==> config.mk <==
export PLATFORM = sky130hd
export DESIGN_NAME = mem_arbiter
export DESIGN_NICKNAME = d
export VERILOG_FILES = /design/src/rtl/mem_arbiter.sv
export SDC_FILE = /design/constraint.sdc
export NUM_CORES = 1
export LEC_CHECK = 0
export BUFFER_PORTS_ARGS = -buffer_cell sky130_fd_sc_hd__buf_2
export CAP_MARGIN = 20
export CORE_MARGIN = 3
export CORE_UTILIZATION = 46
export DETAILED_ROUTE_END_ITERATION = 8
export PLACE_DENSITY = 0.82
export REMOVE_ABC_BUFFERS = 1
export SYNTH_ARGS = -nofsm -noshare
export SYNTH_HDL_FRONTEND = slang
export SYNTH_SLANG_ARGS = --single-unit
==> constraint.sdc <==
create_clock -name clk -period 4.95 [get_ports clk]
set_input_delay 0.2475 -clock clk [delete_from_list [all_inputs] [get_ports clk]]
set_output_delay 0.2475 -clock clk [all_outputs]
set_load 0.01 [all_outputs]
==> src/rtl/mem_arbiter.sv <==
// Two-port memory arbiter. It serialises instruction-fetch and load/store
// requests onto a single-ported word memory, with one transaction in flight
// at a time. Each response is routed back to the port that issued it. A
// transaction whose response never arrives is closed with an error response.
module mem_arbiter #(
  parameter bit          RR      = 1'b1,  // 1: round-robin, 0: data port always wins
  parameter int unsigned TIMEOUT = 16     // WAIT cycles before forcing an error (2..255)
) (
  input  logic        clk,
  input  logic        reset,
  // instruction fetch port (read-only)
  input  logic        if_req,
  input  logic [31:0] if_addr,
  output logic        if_gnt,
  output logic        if_rvalid,
  output logic [31:0] if_rdata,
  // load/store port
  input  logic        d_req,
  input  logic [31:0] d_addr,
  input  logic        d_write,
  input  logic [31:0] d_wdata,
  input  logic [3:0]  d_wstrb,
  output logic        d_gnt,
  output logic        d_rvalid,
  output logic [31:0] d_rdata,
  output logic        err,
  // memory side
  output logic [31:0] mem_addr,
  output logic        mem_write,
  output logic [31:0] mem_wdata,
  output logic [3:0]  mem_wstrb,
  output logic        mem_addr_ready,
  input  logic        mem_data_ready,
  input  logic [31:0] mem_rdata
);

  typedef enum logic [1:0] {S_IDLE, S_ISSUE, S_WAIT} state_t;

  localparam logic [31:0] ERR_DATA = 32'hDEADBEEF;
  localparam logic [7:0]  CNT_LAST = 8'(TIMEOUT - 1);

  state_t      state_q, state_d;
  logic [31:0] addr_q, addr_d;
  logic        write_q, write_d;
  logic [31:0] wdata_q, wdata_d;
  logic [3:0]  wstrb_q, wstrb_d;
  logic        owner_q, owner_d;       // 1 = data port owns the transaction
  logic        prefer_if_q, prefer_if_d;
  logic [7:0]  cnt_q, cnt_d;
  logic [31:0] if_rdata_q, if_rdata_d;
  logic [31:0] d_rdata_q, d_rdata_d;

  logic        can_grant, pick_d, resp;
  logic [31:0] resp_data;

  // The request registers drive the memory bus directly. Write enable and
  // request valid are qualified by ISSUE because the memory writes on any
  // edge where write is high.
  assign mem_addr       = addr_q;
  assign mem_wdata      = wdata_q;
  assign mem_wstrb      = wstrb_q;
  assign mem_addr_ready = (state_q == S_ISSUE);
  assign mem_write      = (state_q == S_ISSUE) && write_q;

  // Next state, arbitration, response routing and timeout counting.
  always_comb begin
    state_d     = state_q;
    addr_d      = addr_q;
    write_d     = write_q;
    wdata_d     = wdata_q;
    wstrb_d     = wstrb_q;
    owner_d     = owner_q;
    prefer_if_d = prefer_if_q;
    cnt_d       = cnt_q;
    if_rdata_d  = if_rdata_q;
    d_rdata_d   = d_rdata_q;
    if_gnt      = 1'b0;
    d_gnt       = 1'b0;
    if_rvalid   = 1'b0;
    d_rvalid    = 1'b0;
    err         = 1'b0;
    if_rdata    = if_rdata_q;
    d_rdata     = d_rdata_q;
    can_grant   = 1'b0;
    pick_d      = 1'b0;
    resp        = 1'b0;
    resp_data   = '0;

    case (state_q)
      S_IDLE: can_grant = 1'b1;
      S_ISSUE: begin
        state_d = S_WAIT;
        cnt_d   = '0;
      end
      S_WAIT: begin
        if (mem_data_ready) begin
          resp      = 1'b1;
          resp_data = mem_rdata;
          can_grant = 1'b1;   // back-to-back: hand the bus over in the same cycle
          state_d   = S_IDLE;
        end else if (cnt_q == CNT_LAST) begin
          resp      = 1'b1;
          resp_data = ERR_DATA;
          err       = 1'b1;
          state_d   = S_IDLE;
        end else begin
          cnt_d = cnt_q + 8'd1;
        end
      end
      default: state_d = S_IDLE;
    endcase

    // The owner sees the response combinationally; the other port keeps the
    // value it was last given.
    if (resp) begin
      if (owner_q) begin
        d_rvalid  = 1'b1;
        d_rdata   = resp_data;
        d_rdata_d = resp_data;
      end else begin
        if_rvalid  = 1'b1;
        if_rdata   = resp_data;
        if_rdata_d = resp_data;
      end
    end

    if (can_grant && (if_req || d_req)) begin
      pick_d      = d_req && (!if_req || !RR || !prefer_if_q);
      prefer_if_d = pick_d;
      owner_d     = pick_d;
      state_d     = S_ISSUE;
      if (pick_d) begin
        d_gnt   = 1'b1;
        addr_d  = d_addr;
        write_d = d_write;
        wdata_d = d_wdata;
        wstrb_d = d_wstrb;
      end else begin
        if_gnt  = 1'b1;
        addr_d  = if_addr;
        write_d = 1'b0;
        wdata_d = '0;
        wstrb_d = '0;
      end
    end
  end

  // State and request registers. Reset drops any in-flight transaction.
  always_ff @(posedge clk or posedge reset) begin
    if (reset) begin
      state_q     <= S_IDLE;
      addr_q      <= '0;
      write_q     <= 1'b0;
      wdata_q     <= '0;
      wstrb_q     <= '0;
      owner_q     <= 1'b0;
      prefer_if_q <= 1'b1;
      cnt_q       <= '0;
      if_rdata_q  <= '0;
      d_rdata_q   <= '0;
    end else begin
      state_q     <= state_d;
      addr_q      <= addr_d;
      write_q     <= write_d;
      wdata_q     <= wdata_d;
      wstrb_q     <= wstrb_d;
      owner_q     <= owner_d;
      prefer_if_q <= prefer_if_d;
      cnt_q       <= cnt_d;
      if_rdata_q  <= if_rdata_d;
      d_rdata_q   <= d_rdata_d;
    end
  end

endmodule

==> impl_metrics.xml <==
<?xml version="1.0" encoding="UTF-8"?>
<metrics>
  <group name="power_and_ir_drop">
    <metric name="combinationalPowerShare" unit="">0.403</metric>
    <metric name="power.switching_fraction" unit="">0.3555</metric>
    <metric name="clkPwrFrac" unit="">0.228</metric>
    <metric name="p_switching" unit="uW">1929</metric>
    <metric name="power_density" unit="nW/um^2">707.2</metric>
    <metric name="p_seq_frac" unit="">0.369</metric>
    <metric name="vdd.ir_drop.worst" unit="mV">0.3720</metric>
    <metric name="cell_internal_pwr" unit="uW">3498</metric>
    <metric name="static_leakage" unit="uW">0.004023</metric>
    <metric name="totalPowerFinal" unit="uW">5427</metric>
  </group>
  <group name="sta">
    <metric name="fin_crit_sh" unit="">0.6578</metric>
    <metric name="skew" unit="ns">0.007913</metric>
    <metric name="setup_violations" unit="">0</metric>
    <metric name="grt_setup_unrepaired" unit="">no</metric>
    <metric name="tightest_slew" unit="ns">1.080</metric>
    <metric name="maxSlewViolCount" unit="">0</metric>
    <metric name="hold_violations" unit="">0</metric>
    <metric name="layout_min_cycle_time" unit="ns">3.256</metric>
    <metric name="final.setup.tns" unit="ns">0</metric>
    <metric name="timing.slew.headroom" unit="">0.2780</metric>
    <metric name="max_clock_freq" unit="MHz">307.1</metric>
  </group>
  <group name="yosys">
    <metric name="synth.top_cells.by_area" unit="">dfrtp_1 (64%), a22o_1 (8.4%), o22a_1 (7.5%)</metric>
    <metric name="postSynthRegisterBits" unit="">145</metric>
    <metric name="post_synth.cell_area_avg" unit="sq um">13.27</metric>
    <metric name="synth-xor-area-share" unit="">0</metric>
    <metric name="netlist.area_leader.share" unit="">0.6419</metric>
    <metric name="synth_async_sr_flop_share" unit="">1.000</metric>
    <metric name="synth.yosys.warnings" unit="">0</metric>
    <metric name="synth_edf_count" unit="">0</metric>
    <metric name="synth.mux.area_fraction" unit="">0.001783</metric>
    <metric name="sequential_fraction_of_the_synthesis_area" unit="">0.6465</metric>
    <metric name="synth.lib_cells_used.distinct" unit="">44</metric>
    <metric name="post-synth-top-area-cell" unit="">dfrtp_1</metric>
    <metric name="synth.cell_area" unit="sq um">5614</metric>
    <metric name="fraction_of_the_mapped_netlist_area_in_compound_gates" unit="">0.2443</metric>
    <metric name="synth_simple_gate_area_frac" unit="">0.03967</metric>
    <metric name="postSynthCellCount" unit="">423</metric>
    <metric name="synth_top_flop_cell" unit="">dfrtp_1</metric>
    <metric name="post_synthesis_adder_cell_area_fraction" unit="">0.01114</metric>
    <metric name="synth_top_family_by_area" unit="">compound AO/OA/AOI/OAI gates</metric>
  </group>
  <group name="die">
    <metric name="rows" unit="">39</metric>
    <metric name="chipHeight" unit="um">116.5</metric>
    <metric name="die_x" unit="um">116.5</metric>
    <metric name="core" unit="sq um">11660</metric>
    <metric name="floorplan.die_area" unit="sq um">13570</metric>
    <metric name="initial_utilization" unit="">0.4814</metric>
    <metric name="pin_count" unit="">277</metric>
  </group>
  <group name="routing">
    <metric name="dr_vias" unit="">4738</metric>
    <metric name="ant_nets" unit="">0</metric>
    <metric name="remaining_drc_errors" unit="">0</metric>
    <metric name="totalWireLength" unit="um">15900</metric>
    <metric name="dr.pass1.iters" unit="">8</metric>
    <metric name="wl_per_cell" unit="um">18.77</metric>
    <metric name="drt_initial_violations" unit="">364</metric>
    <metric name="route.detailed.vias_per_inst" unit="">5.594</metric>
  </group>
  <group name="worst_setup_path">
    <metric name="timing.critical_path.cells" unit="">inv_1 &gt; ha_1 &gt; a31o_2 &gt; and3_2 &gt; buf_4 &gt; buf_2</metric>
    <metric name="required" unit="ns">4.70</metric>
    <metric name="slowest_library_cell_on_the_worst_path" unit="">and3_2</metric>
    <metric name="timing.critical_path.from_type" unit="">flip-flop</metric>
    <metric name="crit-reg2reg-launch" unit="">state_q[0]</metric>
    <metric name="startpoint" unit="">state_q[0]</metric>
    <metric name="worst-setup-path-type" unit="">reg2out</metric>
    <metric name="critical_path.endpoint_type" unit="">primary output</metric>
    <metric name="crit_path_max_incr_delay" unit="ns">0.78</metric>
    <metric name="crit_path_max_fanout" unit="">47</metric>
    <metric name="worst_r2r_path_depth" unit="">7</metric>
    <metric name="timing.critical_path.arrival" unit="ns">3.01</metric>
  </group>
  <group name="place">
    <metric name="post-dp-hpwl" unit="um">11700</metric>
    <metric name="place.port_buffers" unit="">276</metric>
    <metric name="finalWeightedCongestion" unit="">0.8673</metric>
    <metric name="placedCellCount" unit="">813</metric>
  </group>
  <group name="cts">
    <metric name="ctsHtreeMaxLevel" unit="">4</metric>
    <metric name="numClockSinks" unit="">145</metric>
    <metric name="clock_tree_from_tritoncts" unit="">yes</metric>
    <metric name="cts_hold_repair.buffers" unit="">0</metric>
    <metric name="post-cts-setup-buffer-count" unit="">0</metric>
    <metric name="cts-buffers-inserted" unit="">17</metric>
    <metric name="clk_path_buf_depth" unit="">2</metric>
    <metric name="cts_repair_resize_count" unit="">0</metric>
    <metric name="worst_setup_hold_path_clk_slew" unit="ns">0.05</metric>
    <metric name="clk_root_buffer_cell" unit="">clkbuf_16</metric>
    <metric name="clk-insertion-delay-late" unit="ns">0.41</metric>
  </group>
  <group name="global_route">
    <metric name="grt.total_usage" unit="">0.2314</metric>
    <metric name="antenna_found_initial" unit="">1</metric>
    <metric name="global_route_wire_length_before_repair" unit="um">23940</metric>
    <metric name="grt_pass1_vias" unit="">4610</metric>
    <metric name="pin_count_of_the_biggest_net_entering_global_routing" unit="">108</metric>
    <metric name="grt_overflow" unit="">0</metric>
  </group>
  <group name="final_layout">
    <metric name="num-fill-cells" unit="">863</metric>
    <metric name="non_filler_instance_count_after_layout" unit="">847</metric>
    <metric name="layout-drive-gt1-share" unit="">0.4566</metric>
    <metric name="layout.cells.most_common" unit="">buf_2</metric>
    <metric name="layout.cells.most_common_list" unit="">buf_2 (276), dfrtp_1 (144), a22o_1 (54)</metric>
    <metric name="flow.area_growth_from_synthesis" unit="%">36.68</metric>
    <metric name="layout.nets" unit="">833</metric>
  </group>
  <group name="outcome">
    <metric name="run_status" unit="">finished, final reports clean</metric>
  </group>
  <group name="flow_run">
    <metric name="max_cap_violations" unit="">0</metric>
  </group>
  <group name="hold_path">
    <metric name="min-delay-path-class" unit="">in2async</metric>
  </group>
</metrics>
-- Yosys cell counts, types with 4 or more instances --
cell type	n
dfrtp_1	144
o22a_1	48
o21ai_0	7
nor2_1	5
clkbuf_1	25
a22o_1	54
ha_1	5
a21oi_1	4
inv_1	40
a222oi_1	32
nand2_1	11
-- flip-flops by register name (all words and copies together), names as in the netlist --
register     count
cnt_q            8
owner_q          1
state_q          2
mem_wdata       32
mem_addr        32
mem_wstrb        4
prefer_if_q      1
write_q          1
if_rdata_q      32
d_rdata_q       32
-- logic make-up (layout without fill, tap and decap cells) --
group	after synthesis	after routing
compound gates	159	159
flops	145	145
buf+inv	74	354
simple gates	39	39
fa+ha+maj	5	5
mux	1	1
other cells	0	1
-- path summary, 6_finish.rpt --
check | end | slack (ns)
setup / recovery | d_gnt | 1.69
hold / removal | d_rdata_q[25] | 0.04
setup reg to reg | mem_addr[25] | 2.23
hold reg to reg | if_rdata_q[1] | 0.48
max in group asynchronous | state_q[0] | 3.88
min in group clk | mem_addr[6] | 0.05
-- worst max-delay path, delay by kind of cell (launching register included) --
family	cells	cell delay (ns)
buffers and inverters	3	0.72
adder cells (fa/ha/maj)	1	0.44
flip-flops	1	0.38
AO/OA/AOI/OAI	1	0.27
AND/OR/NAND/NOR	1	0.78
-- area by class of cell --
class	instances	area, sq um	share of cell area
Sequential cell	145	3630	0.4730
Clock inverter	9	106.4	0.01386
Clock buffer	23	478.0	0.06229
Multi-Input combinational cell	204	1679	0.2188
Timing Repair Buffer	280	1431	0.1865
Antenna cell	1	2.502	0.0003261
Inverter	42	167.7	0.02185
Tap cell	143	178.9	0.02332
-- stage by stage --
stage	area, sq um	utilization	setup slack, ns	hold WS [ns]
after floorplan	5459	-	0.8095	0.3687
final	7674	0.6580	1.694	0.03585
after detailed placement	7059	0.6053	2.151	0.4667
after global routing	7674	0.6580	1.481	0.03277
after CTS	7644	0.6554	1.699	0.02831
after global placement	7059	0.6053	2.223	0.4587
-- routing by layer --
layer / vias to the layer above / share of wire / track usage
li1: 2163 / - / -
met1: 2272 / 0.40 / 0.2852
met2: 269 / 0.48 / 0.3787
met3: 34 / 0.093 / 0.07098
met4: 0 / 0.026 / 0.09899
met5: - / 0 / 0
-- power by group through the flow --
stage	sequential, uW	combinational [uW]	clock [uW]
after floorplan	2090	1150	0
after detailed placement	2010	2200	0
after global placement	1980	2130	0
after CTS	2000	2200	1270
final	2000	2190	1240
after global routing	2060	2400	1320
Power figures use the tool's default switching activity.
